**config.mk**
```make
export PLATFORM = sky130hd
export DESIGN_NAME = mul_accumulator
export DESIGN_NICKNAME = d
export VERILOG_FILES = /design/src/rtl/mul_accumulator.sv
export SDC_FILE = /design/constraint.sdc
export NUM_CORES = 1
export LEC_CHECK = 0
export BUFFER_PORTS_ARGS = -buffer_cell sky130_fd_sc_hd__clkbuf_2
export CORE_ASPECT_RATIO = 0.7
export CORE_MARGIN = 5
export CORE_UTILIZATION = 50
export CTS_CLUSTER_DIAMETER = 50
export DETAILED_ROUTE_END_ITERATION = 8
export GPL_TIMING_DRIVEN = 0
export PLACE_DENSITY = 0.76
export SKIP_LAST_GASP = 1
export SLEW_MARGIN = 20
export SYNTH_ARGS = -nofsm -noshare
export SYNTH_HDL_FRONTEND = slang
export SYNTH_SLANG_ARGS = --single-unit
```
**constraint.sdc**
```tcl
create_clock -name clk -period 2.24 [get_ports clk]
set_input_delay 0.336 -clock clk [delete_from_list [all_inputs] [get_ports clk]]
set_output_delay 0.336 -clock clk [all_outputs]
set_load 0.02 [all_outputs]
```
**src/rtl/mul_accumulator.sv**
```systemverilog
// -----------------------------------------------------------------------------
// mul_accumulator
//
// Sums a fixed batch of TERMS 5-bit sign-magnitude products (bit 4 sign,
// bits 3:0 magnitude) into an ACC_W-bit sign-magnitude accumulator with
// saturation. The finished batch is presented together with zero, negative
// and sticky overflow flags.
//
// Handshakes: a transfer happens on a rising edge where valid=1 and ready=1
// on the same side. The producer holds valid and data stable until that edge.
// ready never depends on valid.
//
// Ports
//   clk          clock, all state updates on the rising edge
//   rst          synchronous active-high reset (highest priority)
//   clear        synchronous batch abort, same effect as rst, below rst
//   in_valid     product presented
//   in_ready     block can accept a product (ACCUM state)
//   product      5-bit sign-magnitude product
//   out_valid    batch result available (DONE state)
//   out_ready    consumer accepts the result
//   acc          accumulated sum, sign-magnitude
//   zeroFlag     acc magnitude is zero
//   negativeFlag acc sign bit
//   overflowFlag saturation occurred in this batch (sticky)
//   count        products accepted in the current batch
//   dbg_state    current FSM state (0 = ACCUM, 1 = DONE)
// -----------------------------------------------------------------------------
module mul_accumulator #(
  parameter int ACC_W = 8,
  parameter int TERMS = 4
) (
  input  logic             clk,
  input  logic             rst,
  input  logic             clear,
  input  logic             in_valid,
  output logic             in_ready,
  input  logic [4:0]       product,
  output logic             out_valid,
  input  logic             out_ready,
  output logic [ACC_W-1:0] acc,
  output logic             zeroFlag,
  output logic             negativeFlag,
  output logic             overflowFlag,
  output logic [7:0]       count,
  output logic             dbg_state
);

  localparam int MAG_W = ACC_W - 1;
  localparam logic [MAG_W-1:0] MAX_MAG = {MAG_W{1'b1}};

  typedef enum logic {
    ST_ACCUM = 1'b0,
    ST_DONE  = 1'b1
  } state_t;

  state_t            r_state;
  state_t            w_state_nxt;
  logic [ACC_W-1:0]  r_acc;
  logic [7:0]        r_count;
  logic              r_ovf;

  logic              w_accept;
  logic              w_last;
  logic              w_release;

  logic [MAG_W-1:0]  w_a_mag;
  logic              w_a_neg;
  logic [MAG_W-1:0]  w_p_mag;
  logic              w_p_neg;
  logic [MAG_W:0]    w_sum;
  logic [MAG_W-1:0]  w_res_mag;
  logic              w_res_neg;
  logic              w_sat;

  // ---------------------------------------------------------------------------
  // Sign-magnitude adder
  // ---------------------------------------------------------------------------
  assign w_a_mag = r_acc[MAG_W-1:0];
  assign w_a_neg = r_acc[ACC_W-1];
  assign w_p_mag = MAG_W'(product[3:0]);
  // A negative-zero product is folded to +0 so it can never flip acc's sign.
  assign w_p_neg = product[4] & (|product[3:0]);
  assign w_sum   = {1'b0, w_a_mag} + {1'b0, w_p_mag};

  always_comb begin
    w_res_mag = '0;
    w_res_neg = 1'b0;
    w_sat     = 1'b0;
    if (w_a_neg == w_p_neg) begin
      // Carry out of the magnitude field means the sum exceeds MAX_MAG.
      if (w_sum[MAG_W]) begin
        w_res_mag = MAX_MAG;
        w_sat     = 1'b1;
      end else begin
        w_res_mag = w_sum[MAG_W-1:0];
      end
      w_res_neg = w_a_neg;
    end else if (w_a_mag >= w_p_mag) begin
      w_res_mag = w_a_mag - w_p_mag;
      w_res_neg = w_a_neg;
    end else begin
      w_res_mag = w_p_mag - w_a_mag;
      w_res_neg = w_p_neg;
    end
    // Cancellation to zero always yields +0.
    if (w_res_mag == '0) begin
      w_res_neg = 1'b0;
    end
  end

  // ---------------------------------------------------------------------------
  // FSM
  // ---------------------------------------------------------------------------
  always_ff @(posedge clk) begin
    if (rst || clear) begin
      r_state <= ST_ACCUM;
    end else begin
      r_state <= w_state_nxt;
    end
  end

  always_comb begin
    w_state_nxt = r_state;
    in_ready    = 1'b0;
    out_valid   = 1'b0;
    w_accept    = 1'b0;
    w_last      = 1'b0;
    w_release   = 1'b0;
    case (r_state)
      ST_ACCUM: begin
        in_ready = 1'b1;
        w_accept = in_valid;
        w_last   = in_valid && (r_count == 8'(TERMS - 1));
        if (w_last) begin
          w_state_nxt = ST_DONE;
        end
      end
      ST_DONE: begin
        out_valid = 1'b1;
        w_release = out_ready;
        if (out_ready) begin
          w_state_nxt = ST_ACCUM;
        end
      end
      default: begin
        w_state_nxt = ST_ACCUM;
      end
    endcase
  end

  // ---------------------------------------------------------------------------
  // Datapath registers
  // ---------------------------------------------------------------------------
  always_ff @(posedge clk) begin
    if (rst || clear) begin
      r_acc   <= '0;
      r_count <= '0;
      r_ovf   <= 1'b0;
    end else if (w_release) begin
      r_acc   <= '0;
      r_count <= '0;
      r_ovf   <= 1'b0;
    end else if (w_accept) begin
      r_acc   <= {w_res_neg, w_res_mag};
      r_count <= r_count + 8'd1;
      r_ovf   <= r_ovf | w_sat;
    end
  end

  assign acc          = r_acc;
  assign count        = r_count;
  assign overflowFlag = r_ovf;
  assign zeroFlag     = (r_acc[MAG_W-1:0] == '0);
  assign negativeFlag = r_acc[ACC_W-1];
  assign dbg_state    = r_state;

endmodule
```
==> metrics.yaml, run 1 <==
setup_viol: 2
placed_cell_area_sq_mm: 0.00184
skew_ps: 1.19
num-nets-final: 273
place_ws_ps: -465
multiInputGateArea_sq_mm: 0.00129
place_congestion: 0.936
syn_area_sq_mm: 0.00163
critical_path_depth: 8
cp_top_family: "compound AO/OA/AOI/OAI gates"
rsz0062_at_grt: "yes"
synth-edff-count: 0
route.final.wire_length_microns: 4720
violations: "setup timing"
final-seq-area_sq_um: 370
fmaxAchievable_mhz: 429
synth.largest_area_cell: "dfxtp_1"
floorplan.initialDensity_pct: 51.7
area_delta_synth_final_pct: 32.4
yosysUniqueCellTypes: 53
grt_pass1_vias: 1502
first_pass_iters: 4
ys_warn_count: 0
antenna_found_initial: 0
hold_depth: 2
hold_viol: 0
power.density_mw_per_mm2: 459
required_ps: 2400
cpMaxStageDelayCell: "dfxtp_4"
stdcell_count: 283
crit_fanout: 6
rows: 17
holdWs_ps: 255
crit_buf_inv: 0
r2r_cells: 8
cts.sinks: 18
cts_tree: "yes"
coreArea_sq_mm: 0.00315
cts_root_buf: "clkbuf_8"
clk_path_buf_depth: 2
final_max_slew_viol_count: 0
hold_class: "in -> reg"
synth_cells: 201
finalWorstSetupSlack_ps: -88.7
maxCapViolations: 0
status: "finished, violations left"
ios: 32
synthTopCellsByArea: "dfxtp_1 (22%), ha_1 (10%), a21oi_1 (4.9%), nand2_1 (4.2%), nor2_1 (3.9%)"
grt_pass1_wl_microns: 7460
vias_per_cell: 6.02
die_area_sq_mm: 0.00451
p_leak_nw: 0.895
post-synth-top-area-fraction_pct: 22.2
dr_total_vias: 1703
dp_cells: 270
drt_iter0_markers: 197
synth-seq-cells: 18
drc: 0
portBuffers: 31
finalCritPeriodShare_pct: 104
fin_util_pct: 68.4
synthFlopType: "dfxtp_1"
worstSetupPathType: "reg -> reg"
async_flop_share_pct: 0
design_area_sq_mm: 0.00215
gr-total-overflow: 0
fill_cells: 264
diodes: 0
arrival_ps: 2490
htreeDepth: 1
clk_pin_slew_ps: 60
die_y_microns: 57.7
wl_per_cell_microns: 16.7
fin_crit_ps: 2330
drive_gt1_share_pct: 40.0
relSlewSlack_pct: 60.5
tightest_slew_ps: 588
yosysSeqAreaShare_pct: 22.2
syn_avg_cell_area_sq_um: 8.09
synth_fp_nets: 227
final_cell_mix: "clkbuf_2 (30), nand2_1 (18), buf_4 (15), nor2_1 (15), dfxtp_1 (14)"
clkLatencyLatePin_ps: 250
cts_buffers: 3
cp-start-kind: "register"
slowest_delay_ps: 370
path_cells: "ha_4, or2b_4, a211o_4, a21bo_2, a22oi_2, xor2_1, nor2_2, a221oi_2"
dp_hpwl_microns: 3420
die_w_microns: 78.2
grt_start_max_net_pins: 11
cp-end-kind: "register"
final_common_cell: "clkbuf_2"
ant_nets: 0
grt_use_total_pct: 20.6
ir_worst_vdd_uv: 457
layer usage:
metal	GRT usage [%]	vias up	wire, microns
met5	0	-	0
met4	3.24	0	23
met3	6.99	6	508
met2	28.8	91	1960
met1	30.8	796	2230
li1	-	810	-
cell type report:
cell class | instances | share of cell area, %
Inverter | 15 | 2.79
Buffer | 12 | 4.94
Multi-Input combinational cell | 155 | 59.8
Timing Repair Buffer | 42 | 11.2
Sequential cell | 18 | 17.2
Clock buffer | 3 | 1.92
Tap cell | 38 | 2.21
metrics by stage:
step	total power, mW	TNS (ps)
after floorplan	0.580	0
after CTS	0.923	-30.0
final	0.987	-141
after global routing	1.04	-461
after detailed placement	0.666	-2060
after global placement	0.663	-1920
cells by family after synthesis:
| logic type | after synthesis | share of synthesized area [%] |
|---|---|---|
| adders and majority gates | 16 | 13.7 |
| xor gates and xnor gates | 8 | 4.77 |
| and+or+nand+nor | 77 | 24.8 |
| AOI/OAI and AO/OA | 54 | 24.2 |
| DFF | 18 | 22.2 |
| buffers and inverters | 28 | 10.3 |
repair_timing:
item	CTS	global route
setup buffers	4	7
pin swaps	4	16
gates resized for setup	19	28
endpoints found under the setup margin	6	7
gates cloned	0	0
hold buffers	0	0
synthesized netlist by cell type (3+ instances only):
cell type / count
nand4_1: 5
fa_1: 3
xor2_1: 5
and3_1: 3
ha_1: 13
buf_6: 3
nor2_1: 17
o21ai_0: 8
nand2_1: 18
nand3_1: 9
buf_4: 4
a21o_1: 4
nor3_1: 7
inv_1: 15
a211oi_1: 5
dfxtp_1: 18
or3_1: 4
a21oi_1: 16
power breakdown:
part	total [mW]	switching (mW)	internal (mW)	leakage (nW)
sequential	0.341	0.0129	0.328	0.148
combinational	0.423	0.244	0.180	0.725
clock	0.223	0.103	0.120	0.0216
total	0.987	0.360	0.627	0.895
final timing paths:
check	from	slack, ps	endpoint
setup / recovery	acc[1]$_SDFFE_PP0P_	-90	acc[2]$_SDFFE_PP0P_
setup reg to reg	acc[1]$_SDFFE_PP0P_	-90	acc[2]$_SDFFE_PP0P_
hold / removal	clear	250	dbg_state$_SDFF_PP0_
hold reg to reg	overflowFlag$_SDFFE_PP0P_	450	overflowFlag$_SDFFE_PP0P_
flip-flops by register name, summed over array words and instances (netlist names):
name	cells
count	8
acc	8
dbg_state	1
overflowFlag	1
Note: power is estimated with default switching activity, not from simulation.
==> run 2: changes to the inputs <==
Settings changed: CTS_BUF_LIST set to sky130_fd_sc_hd__clkbuf_4, TNS_END_PERCENT set to 50.
==> metrics.yaml, run 2 (same netlist as run 1, synthesis figures left out) <==
status: "finished, violations left"  # unchanged
violations: "setup timing"  # unchanged
antenna_found_initial: 0  # unchanged
cts_hold_buffers: 0  # unchanged
cts_tree: "yes"  # unchanged
clk_path_buf_depth: 2  # unchanged
multiInputGateArea_sq_mm: 0.00125  # was 0.00129 sq mm
cts.sinks: 18  # unchanged
wl_per_cell_microns: 17.0  # was 16.7 microns
setup_viol: 2  # unchanged
cts_root_buf: "clkbuf_4"  # was clkbuf_8
worstSetupPathType: "reg -> reg"  # unchanged
floorplan.initialDensity_pct: 51.7  # unchanged
drc: 0  # unchanged
clk_pin_slew_ps: 100  # was 60 ps
power.density_mw_per_mm2: 439  # was 459 mW/mm^2
grt_use_total_pct: 20.8  # was 20.6%
crit_fanout: 10  # was 6
final-seq-area_sq_um: 370  # unchanged
hold_class: "in -> reg"  # unchanged
hold_viol: 0  # unchanged
clkLatencyLatePin_ps: 290  # was 250 ps
rsz0062_at_grt: "yes"  # unchanged
final_common_cell: "clkbuf_2"  # unchanged
ir_worst_vdd_uv: 313  # was 457 uV
arrival_ps: 2460  # was 2490 ps
die_area_sq_mm: 0.00451  # unchanged
cp-end-kind: "register"  # unchanged
fill_cells: 281  # was 264
relSlewSlack_pct: 60.2  # was 60.5%
diodes: 0  # unchanged
die_w_microns: 78.2  # unchanged
route.final.wire_length_microns: 4730  # was 4720 microns
tightest_slew_ps: 593  # was 588 ps
area_delta_synth_final_pct: 26.6  # was 32.4%
num-nets-final: 268  # was 273
dp_cells: 270  # unchanged
drive_gt1_share_pct: 35.8  # was 40.0%
p_leak_nw: 0.859  # was 0.895 nW
grt_pass1_wl_microns: 7490  # was 7460 microns
stdcell_count: 278  # was 283
r2r_cells: 9  # was 8
cts_buffers: 3  # unchanged
fin_util_pct: 65.4  # was 68.4%
fin_crit_ps: 2290  # was 2330 ps
ios: 32  # unchanged
required_ps: 2410  # was 2400 ps
grt_start_max_net_pins: 11  # unchanged
cp-start-kind: "register"  # unchanged
finalCritPeriodShare_pct: 102  # was 104%
die_y_microns: 57.7  # unchanged
final_max_slew_viol_count: 0  # unchanged
first_pass_iters: 6  # was 4
place_congestion: 0.936  # unchanged
final_cell_mix: "clkbuf_2 (30), nand2_1 (18), nor2_1 (15)"  # was clkbuf_2 (30), nand2_1 (18), buf_4 (15), nor2_1 (15), dfxtp_1 (14)
dp_hpwl_microns: 3420  # unchanged
htreeDepth: 1  # unchanged
drt_iter0_markers: 139  # was 197
ant_nets: 0  # unchanged
dr_total_vias: 1703  # unchanged
coreArea_sq_mm: 0.00315  # unchanged
grt_pass1_vias: 1501  # was 1502
rows: 17  # unchanged
skew_ps: 3.23  # was 1.19 ps
fmaxAchievable_mhz: 437  # was 429 MHz
gr-total-overflow: 0  # unchanged
hold_depth: 2  # unchanged
maxCapViolations: 0  # unchanged
vias_per_cell: 6.13  # was 6.02
finalWorstSetupSlack_ps: -46.7  # was -88.7 ps
portBuffers: 31  # unchanged
## run 2: changes by cell type in the layout (fill, tap and decap cells not counted), moves of 2 or more
| cell | change |
|---|---|
| o21ai_0 | +2 |
| ha_4 | -2 |
| inv_1 | +2 |
| clkbuf_8 | -3 |
| buf_4 | -5 |
| clkbuf_4 | +3 |
| inv_2 | -2 |
## run 2: path summary, 6_finish.rpt
kind	from	end	slack (ps)
max	acc[2]$_SDFFE_PP0P_	acc[7]$_SDFFE_PP0P_	-50
min	clear	dbg_state$_SDFF_PP0_	200
max reg2reg	acc[2]$_SDFFE_PP0P_	acc[7]$_SDFFE_PP0P_	-50
min reg2reg	overflowFlag$_SDFFE_PP0P_	overflowFlag$_SDFFE_PP0P_	450
## run 2: cell type report
class	instances	share of cell area (%)
clock buffer	3	1.09
multi-input combinational	155	60.7
buffer	12	5.16
sequential	18	18.0
tap	38	2.31
inverter	15	2.92
timing repair buffer	37	9.84
## run 2: per-layer routing
layer	routed length (microns)	global-route usage (%)
met5	0	0
met3	570	7.45
met4	20	3.24
met1	2130	30.8
met2	2010	29.1
## run 2: what timing repair did
action                                 in CTS  in global routing
pin swaps                                   4                  9
resized for setup                          19                 18
setup endpoints to repair                   6                  7
cloned                                      0                  0
endpoints found under the hold margin       0                  0
buffers inserted                            3                  3
## run 2: power by group
part / leakage, nW / internal (mW) / switching, mW
registers: 0.148 / 0.328 / 0.0122
logic: 0.697 / 0.169 / 0.234
clock network: 0.0138 / 0.0627 / 0.0976
## run 2: worst max-delay path, stage by stage (launching register included)
cell	delay, ps
dfxtp_2	360
ha_1	320
clkbuf_8	180
and4_1	260
nor2_1	90
a2111oi_4	330
nand2_1	90
o311ai_0	140
nor3b_2	270
a41oi_2	130
## run 2: per-stage QoR
stage | power (mW) | cell area [sq um] | TNS, ps | hold WS (ps) | setup WS (ps)
detailed placement | 0.666 | 1840 | -2060 | 441 | -465
global placement | 0.663 | 1840 | -1920 | 440 | -473
CTS | 0.856 | 1950 | -44.1 | 204 | -31.4
finish | 0.904 | 2060 | -53.4 | 205 | -46.7
global route | 0.954 | 2060 | -693 | 198 | -178
floorplan | 0.580 | 1640 | 0 | 412 | 4.21
